==> config.mk <==
export PLATFORM = sky130hd
export DESIGN_NAME = td4_cpu_core_flat
export DESIGN_NICKNAME = d
export VERILOG_FILES = /design/src/rtl/td4_cpu_core_if.sv /design/src/rtl/td4_cpu_core.sv /design/src/flat_wrapper.sv
export SDC_FILE = /design/constraint.sdc
export NUM_CORES = 1
export LEC_CHECK = 0
export CAP_MARGIN = 0
export CORE_MARGIN = 5
export CORE_UTILIZATION = 50
export DETAILED_ROUTE_END_ITERATION = 10
export GPL_TIMING_DRIVEN = 0
export HOLD_SLACK_MARGIN = 0.02
export PLACE_DENSITY = 0.81
export SLEW_MARGIN = 40
export SYNTH_ARGS = -nofsm -noshare
export SYNTH_HDL_FRONTEND = slang
export SYNTH_SLANG_ARGS = --single-unit
==> constraint.sdc <==
create_clock -name clk -period 3 [get_ports clk]
set_input_delay 0.3 -clock clk [delete_from_list [all_inputs] [get_ports clk]]
set_output_delay 0.3 -clock clk [all_outputs]
set_load 0.005 [all_outputs]
==> src/rtl/td4_cpu_core_if.sv <==
// Fetch and I/O bus between the TD4 core (master) and its ROM/board wrapper (slave).
interface td4_cpu_core_if;
  logic [3:0] addr;
  logic [3:0] opecode;
  logic [3:0] imm;
  logic [3:0] switch;
  logic [3:0] led;

  modport master (
    output addr,
    output led,
    input  opecode,
    input  imm,
    input  switch
  );

  modport slave (
    input  addr,
    input  led,
    output opecode,
    output imm,
    output switch
  );
endinterface

==> src/rtl/td4_cpu_core.sv <==
// TD4-style 4-bit single-cycle accumulator CPU (A, B, carry, PC, output latch).
// Optional macro TD4_UNDEF_HALT_EN: undefined opcodes hold the PC instead of acting as NOPs.
module td4_cpu_core (
  input  logic                  clk,
  input  logic                  n_rst,
  td4_cpu_core_if.master        bus
);

  logic [3:0] a_r, b_r, pc_r, out_r;
  logic       c_r;
  logic [3:0] a_next_s, b_next_s, pc_next_s, out_next_s;
  logic       c_next_s;
  logic [3:0] src_s;
  logic [4:0] sum_s;

  // Opcode bit 2 selects B as the adder source (ADD B,imm), otherwise A.
  assign src_s = bus.opecode[2] ? b_r : a_r;
  assign sum_s = {1'b0, src_s} + {1'b0, bus.imm};

  // Decode and next-state selection; carry is cleared by every non-ADD opcode.
  always_comb begin
    a_next_s   = a_r;
    b_next_s   = b_r;
    out_next_s = out_r;
    pc_next_s  = pc_r + 4'd1;
    c_next_s   = 1'b0;
    case (bus.opecode)
      4'b0000: begin
        a_next_s = sum_s[3:0];
        c_next_s = sum_s[4];
      end
      4'b0001: a_next_s = b_r;
      4'b0010: a_next_s = bus.switch;
      4'b0011: a_next_s = bus.imm;
      4'b0100: b_next_s = a_r;
      4'b0101: begin
        b_next_s = sum_s[3:0];
        c_next_s = sum_s[4];
      end
      4'b0110: b_next_s = bus.switch;
      4'b0111: b_next_s = bus.imm;
      4'b1001: out_next_s = b_r;
      4'b1011: out_next_s = bus.imm;
      4'b1110: begin
        if (!c_r) begin
          pc_next_s = bus.imm;
        end else begin
          pc_next_s = pc_r + 4'd1;
        end
      end
      4'b1111: pc_next_s = bus.imm;
`ifdef TD4_UNDEF_HALT_EN
      4'b1000, 4'b1010, 4'b1100, 4'b1101: pc_next_s = pc_r;
`endif
      default: pc_next_s = pc_r + 4'd1;
    endcase
  end

  // Architectural state register; reset clears everything asynchronously.
  always_ff @(posedge clk or negedge n_rst) begin
    if (!n_rst) begin
      a_r   <= 4'd0;
      b_r   <= 4'd0;
      pc_r  <= 4'd0;
      out_r <= 4'd0;
      c_r   <= 1'b0;
    end else begin
      a_r   <= a_next_s;
      b_r   <= b_next_s;
      pc_r  <= pc_next_s;
      out_r <= out_next_s;
      c_r   <= c_next_s;
    end
  end

  assign bus.addr = pc_r;
  assign bus.led  = out_r;

endmodule

==> src/flat_wrapper.sv <==
// flat-port wrapper written by rule: the top's interface ports become plain ports
module td4_cpu_core_flat 
  (clk, n_rst, bus_addr, bus_led, bus_opecode, bus_imm, bus_switch);
  td4_cpu_core_if bus_i ();
  input  logic clk;
  input  logic n_rst;
  output wire logic [$bits(bus_i.addr)-1:0] bus_addr;
  output wire logic [$bits(bus_i.led)-1:0] bus_led;
  input wire logic [$bits(bus_i.opecode)-1:0] bus_opecode;
  input wire logic [$bits(bus_i.imm)-1:0] bus_imm;
  input wire logic [$bits(bus_i.switch)-1:0] bus_switch;
  assign bus_addr = bus_i.addr;
  assign bus_led = bus_i.led;
  assign bus_i.opecode = bus_opecode;
  assign bus_i.imm = bus_imm;
  assign bus_i.switch = bus_switch;
  td4_cpu_core u_core (.clk(clk), .n_rst(n_rst), .bus(bus_i));
endmodule
## Word level (Yosys, flattened, before mapping)

Index checks and enable logic that the tools add are counted.

- Register bits: 17
- Word-level logic and storage cells: 30
- Output and inout port bits: 8

- Add/subtract/negate cells: 2
- Equality and inequality tests: 11
- Reduce and logical (&&, ||, !) cells: 5
- Multiplexer cells: 7

Operators with widths:

| cell | number |
|---|---|
| one-hot mux 4 bit (4 select lines) | 2 |
| equality test 4 x 3 -> 1 bit, second input constant | 4 |
| equality test 4 bit, second input constant | 4 |
| one-hot mux 4 bit (2 select lines) | 2 |
| equality test 4 x 2 -> 1 bit, second input constant | 2 |
| 2-to-1 mux 4 bit | 2 |
| nonzero test 4 bit | 2 |
| adder 4 x 4 -> 5 bit | 1 |
| adder 4 x 1 -> 4 bit, second input constant | 1 |
| equality test 4 x 1 -> 1 bit, second input constant | 1 |
| zero test 4 bit | 1 |
| nonzero test 2 bit | 1 |
| OR reduction 2 bit | 1 |
| 2-to-1 mux 1 bit | 1 |

## Longest topological paths before layout

- Word-level depth: 3
- Mapped depth: 8

## Worst setup path after synthesis

OpenSTA, ideal clock, no wires.

- Path type: input to register
- Start: input bus_opecode[2]
- End: register u_core.b_r[2]
- Data arrival time: 2203 ps
- Library setup time: 125 ps
- Cell stages on the path: 7
- Required time: 2875 ps
- Path slack: 673 ps
- Path through: buf_4 mux2_2 ha_1 fa_1 xor2_1 mux4_2 mux2_2

- Longest elaborated chain between the ends: 3
- Elaborated cells between the ends (all ways): 8
- Classes of those cells: 1 x add/sub; 4 x eq/ne; 2 x mux; 1 x reduce/logical

RTL lines:

| element | line | RTL |
|---|---|---|
| start: declaration | flat_wrapper.sv:9 | `input wire logic [$bits(bus_i.opecode)-1:0] bus_opecode;` |
| 2-to-1 mux 4 bit | td4_cpu_core.sv:17 | `assign src_s = bus.opecode[2] ? b_r : a_r;` |
| adder 4 x 4 -> 5 bit | td4_cpu_core.sv:18 | `assign sum_s = {1'b0, src_s} + {1'b0, bus.imm};` |
| one-hot mux 4 bit (4 select lines) | td4_cpu_core.sv:27 | `case (bus.opecode)` |
| end signal: assignment | td4_cpu_core.sv:69 | `b_r <= b_next_s;` |
| end: declaration | td4_cpu_core.sv:9 | `logic [3:0] a_r, b_r, pc_r, out_r;` |

Parallel ways exist; a longest one is shown, timed or not.
A chain may end at the register's enable or synchronous reset.

## Final worst setup path

Ends and elaborated chain as after synthesis.

==> results.yml <==
global_routing:
  grt_pass1_wl_um: 4380
  grt.total_usage_pct: 17.7
  grt-ovfl-total: 0
  antenna_found_initial: 0
  grt_pass1_vias: 917
  grt_max_degree: 18
timing:
  setup_viol: 0
  finalHoldViolations: 0
  setup_tns_ns: 0
  post-route-min-period_ns: 2.62
  maxSlewHeadroom_pct: 73.4
  fin_crit_sh_pct: 87.5
  drv_slew: 0
  tightest_slew_ns: 0.388
  skew_ns: 0.00952
  grt_setup_unrepaired: "no"
  fmax_mhz: 381
  hold_ws_ns: 0.448
drt:
  wire_per_inst_um: 16.6
  drt_pass1_iterations: 4
  first_iter_violations: 31
  drc: 0
  routed_wl_um: 2530
  ant_nets: 0
  vias: 875
  viasPerCell: 5.76
final_layout:
  stdcell_count: 152
  drive_above_1_share_pct: 16.9
  final_cell_mix: "20 x clkdlybuf4s50_1, 17 x dfrtp_1, 10 x o21ai_0"
  fin_nets: 145
  final_common_cell: "clkdlybuf4s50_1"
  final_area_sq_mm: 0.00139
  synthToLayoutAreaGrowth_pct: 24.9
  multi_input_area_sq_um: 627
  seqCellArea_sq_um: 425
  diodes: 0
  nFillCells: 176
critical_path:
  rrSetupSlack_ns: 0.70
  critPathRequiredTime_ns: 3.19
  arrival_ns: 2.81
  endpoint_kind: "register"
  cpMaxStageDelayCell: "clkdlybuf4s50_1"
  r2r_start: "u_core.b_r[0]"
  path_class: "in -> reg"
  r2r_end: "u_core.b_r[2]"
  worst_setup_path_start_kind: "primary input"
  worstRegToRegCells: 6
  crit_chain: "clkdlybuf4s50_1 -> buf_4 -> mux2_2 -> ha_1 -> fa_1 -> xor2_1 -> mux4_2 -> mux2_2"
  slowest_delay_ns: 0.47
  crit_fanout: 10
  cp_common_cell: "mux2_2"
cts:
  insertion_delay_ns: 0.31
  numCtsBuffers: 3
  cts-root-buf: "clkbuf_4"
  clk_pin_slew_worst_paths_ns: 0.10
  htreeDepth: 1
  cts.sinks: 17
  cts_tree: "built"
  clockBufferDepth: 2
  cts-resized-gates: 0
logic_synthesis:
  yosysTopAreaCell: "dfrtp_1"
  yosysWarnings: 0
  syn_area_per_cell_sq_um: 11.3
  synth_top_area_share_pct: 38.3
  syn-cell-area_sq_mm: 0.00111
  synth_fp_nets: 118
  ys_top_cells_by_area: "dfrtp_1 38%, mux2_2 9.1%, mux2i_1 6.3%, ha_1 5.6%, o21ai_0 4.5%"
  ys_seq_elements: 17
  synth.distinct_cells: 31
  synthCells: 98
  seq_area_frac_synth_pct: 38.3
placed_design:
  placed_area_sq_mm: 0.00136
  portBuffers: 21
  dp.cells: 147
  dp_hpwl_um: 1940
  gp_congestion: 0.838
power:
  ir_worst_vdd_v: 0.000435
  power_frac_seq_pct: 41.5
  clkPwrFrac_pct: 15.2
  power.density_mw_per_mm2: 608
  p_int_w: 0.000569
  p_leak_nw: 0.590
  p_sw_w: 0.000273
  switching_share_pct: 32.4
  comb_power_share_pct: 43.4
worst_hold_path:
  hold_class: "in -> async"
run:
  max_cap_viol_count: 0
floorplan:
  die_h_um: 57.1
  fp-row-count: 17
  fp.coreArea_sq_mm: 0.00217
  chipWidth_um: 57.1
  start_util_pct: 51.2
  die_area_sq_mm: 0.00326
  ios: 22
run_status:
  outcome: "finished, final reports clean"
## sequential cells by signal (all words and copies together) (netlist names)
name             count
u_core.bus.led       4
u_core.b_r           4
u_core.bus.addr      4
u_core.c_r           1
u_core.a_r           4
## how the worst max path moves through the flow
| stage | from | to | slack [ns] |
|---|---|---|---|
| floorplan | bus_opecode[2] | u_core.b_r[2] | 0.67 |
| global placement | bus_opecode[2] | u_core.b_r[2] | 0.08 |
| detailed placement | bus_opecode[2] | u_core.b_r[2] | 0.05 |
| CTS | bus_opecode[2] | u_core.b_r[2] | 0.38 |
| global route | bus_opecode[2] | u_core.b_r[2] | 0.33 |
| finish | bus_opecode[2] | u_core.b_r[2] | 0.38 |
## power by group through the flow
stage          registers (W)  logic (W)  clock network (W)
6_report            0.000349   0.000365           0.000128
5_1_grt             0.000359   0.000401           0.000143
4_1_cts             0.000349   0.000369           0.000132
3_5_place_dp        0.000353   0.000370                  0
3_3_place_gp        0.000348   0.000352                  0
2_1_floorplan       0.000346   0.000220                  0
## cell usage after synthesis
master,instances
a2111oi_0,2
a21o_1,2
a21oi_1,3
a21oi_2,1
buf_12,1
buf_4,2
buf_6,1
dfrtp_1,17
fa_1,1
ha_1,5
inv_1,3
mux2_2,9
mux2i_1,7
mux4_1,1
mux4_2,2
nand2_1,8
nand2b_1,3
nand3_1,2
nand3b_1,1
nor2_1,2
nor3_1,2
nor3b_1,1
nor3b_2,1
nor4_1,1
o211ai_1,2
o21ai_0,10
o22a_1,1
o2bb2ai_1,1
o41ai_1,1
xnor2_1,1
xor2_1,4
## critical path, delay by kind of cell
family,cells,cell delay (ns)
fa+ha+maj,2,0.63
xor+xnor,1,0.17
mux,3,1.07
buf+inv,2,0.65
## layer usage
metal	up-vias	track usage, %	wire length, um
li1	421	-	-
met1	420	21.5	1080
met2	30	28.5	1210
met3	4	6.11	197
met4	0	7.62	41
met5	-	0	0
## metrics by stage
step	util (%)	total power, W	setup WS [ns]
after CTS	63.7	0.000851	0.377
after global placement	62.5	0.000700	0.0763
final	63.9	0.000842	0.376
after global routing	63.9	0.000903	0.327
after floorplan	-	0.000566	0.673
after detailed placement	62.5	0.000723	0.0508
## area by class of cell
cell class	count	area share, %
Multi-Input combinational cell	74	45.2
Sequential cell	17	30.7
Clock buffer	4	1.90
Inverter	3	0.812
Tap cell	28	2.53
Buffer	4	3.34
Timing Repair Buffer	22	15.5
## kinds of logic (layout without fill, tap and decap cells)
logic type / after synthesis / after routing / synth area share (%)
compound gates: 23 / 23 / 13.3
xor+xnor: 5 / 5 / 3.95
flops: 17 / 17 / 38.3
simple gates: 21 / 21 / 9.92
mux: 19 / 19 / 21.9
fa+ha+maj: 6 / 6 / 7.44
buf+inv: 7 / 33 / 5.19
## repair_timing
item                      in CTS  in global routing
hold buffers                   0                  1
buffers inserted               0                  0
hold endpoints to repair       0                 17
(Power assumes the default switching activity.)
==> RTL edit: new RTL, same flow settings <==
The option `TD4_UNDEF_HALT_EN` is turned on by a define.
--- a/src/rtl/td4_cpu_core.sv
+++ b/src/rtl/td4_cpu_core.sv
@@ -1,5 +1,7 @@
 // TD4-style 4-bit single-cycle accumulator CPU (A, B, carry, PC, output latch).
 // Optional macro TD4_UNDEF_HALT_EN: undefined opcodes hold the PC instead of acting as NOPs.
+`define TD4_UNDEF_HALT_EN
+
 module td4_cpu_core (
   input  logic                  clk,
   input  logic                  n_rst,
Check against the original RTL: not equivalent (a bounded check fails within 4 cycles, from zero or initial values and one cycle with n_rst low).
==> RTL edit against the original RTL <==
Wire length up 5.5%; final cell count up 9.2%; worst setup slack worse by 0.19 ns; sequential cell count unchanged; area after synthesis up 6.1%; design area up 4.2%; core utilization up 0.75 points; total power up 1.5%; non-clock buffer count unchanged.
==> RTL edit: results (changes against the original RTL) <==
Routing
- 992 — total via count after detailed routing, +13%
- 16.05 µm — Wirelength per Cell, -3.4%
- 1.319 mm — DR WL met2, +8.8%
- 1.181 mm — Met1 Wirelength, +9.9%
- 7 — total iterations of the first detailed-routing run, +3
- 148 µm — met3 wirelength from detailed routing, -25%
- 46 — number of DRC violations after detailed-routing iteration 0, +48%

Placed design
- -0.1226 ns — Setup Slack @ Placement, -0.1734 ns
- 20 — port buffer count, -4.8%
- 1413 µm² — instance area at placement, +4.2%
- 2.025 mm — half-perimeter wire length after detailed placement, +4.2%

Global routing
- 971 — vias in the first global route, +5.9%
- 0.1733 — GRT Overall Usage, -0.003942
- 0.05263 — M3 GR Usage, -0.008454
- 0.2807 — met2 layer usage reported by global route, -0.004779
- 4.526 mm — wire length of the first global-routing pass, +3.3%
- 0.2270 — GR Util met1, +0.01155

Synth
- 41 — post-synth cell types, +32%
- 133 — Syn Nets, +13%
- 113 — Syn Inst Count, +15%
- sky130_fd_sc_hd__dfrtp_1, sky130_fd_sc_hd__nand2_1, sky130_fd_sc_hd__mux2_2 — synth cell count leaders
- sky130_fd_sc_hd__dfrtp_1, sky130_fd_sc_hd__mux2_2, sky130_fd_sc_hd__mux2i_1 — synth top area cells

Timing
- 0.009264 ns — worst-case clock skew, -0.0002602 ns
- 0.3845 ns — post-route worst hold slack, -0.06332 ns
- 0.9369 — ratio of final minimum period to clock period, +0.06220
- 0.4593 ns — Slew @ Worst Pin, +0.07081 ns

Outcome
- finished clean — status

Pwr
- 0.124 mW — power dissipated in the clock network, -3%
- 0.2846 mW — net switching power, +4.1%
- 0.382 mW — power consumed by combinational cells, +5%
- 0.3584 mV — Max rail drop VDD, -18%

Cells and area
- 159 — number of nets in the layout, +9.7%
- 0.1594 — ratio of cells with drive above 1 in the final layout, -0.009935

Critical path
- 0.54 ns — crit-path max cell delay, +0.07 ns

[RTL edit: final cells by class]
| type | count | area, µm² |
|---|---|---|
| Fill cell | 186 | 789.5 |
| Multi-Input combinational cell | 88 | 704.4 |
| Sequential cell | 17 | 425.4 |
| Timing Repair Buffer | 21 | 205.2 |
| Buffer | 5 | 36.28 |
| Tap cell | 28 | 35.03 |
| Clock buffer | 4 | 26.28 |
| Inverter | 3 | 11.26 |
[RTL edit: repair_timing]
item	CTS	global route
endpoints found under the hold margin	0	17
resized for setup	0	0
hold buffers	0	1
[RTL edit: kinds of logic (layout without fill, tap and decap cells)]
family / after synthesis / after routing / share of synthesized area
XOR/XNOR: 2 / 2 / 0.01488
multiplexers: 18 / 18 / 0.1966
flip-flops: 17 / 17 / 0.3613
adder cells (fa/ha/maj): 6 / 6 / 0.07014
buffers and inverters: 8 / 33 / 0.04038
AO/OA/AOI/OAI: 30 / 30 / 0.1732
AND/OR/NAND/NOR: 32 / 32 / 0.1435
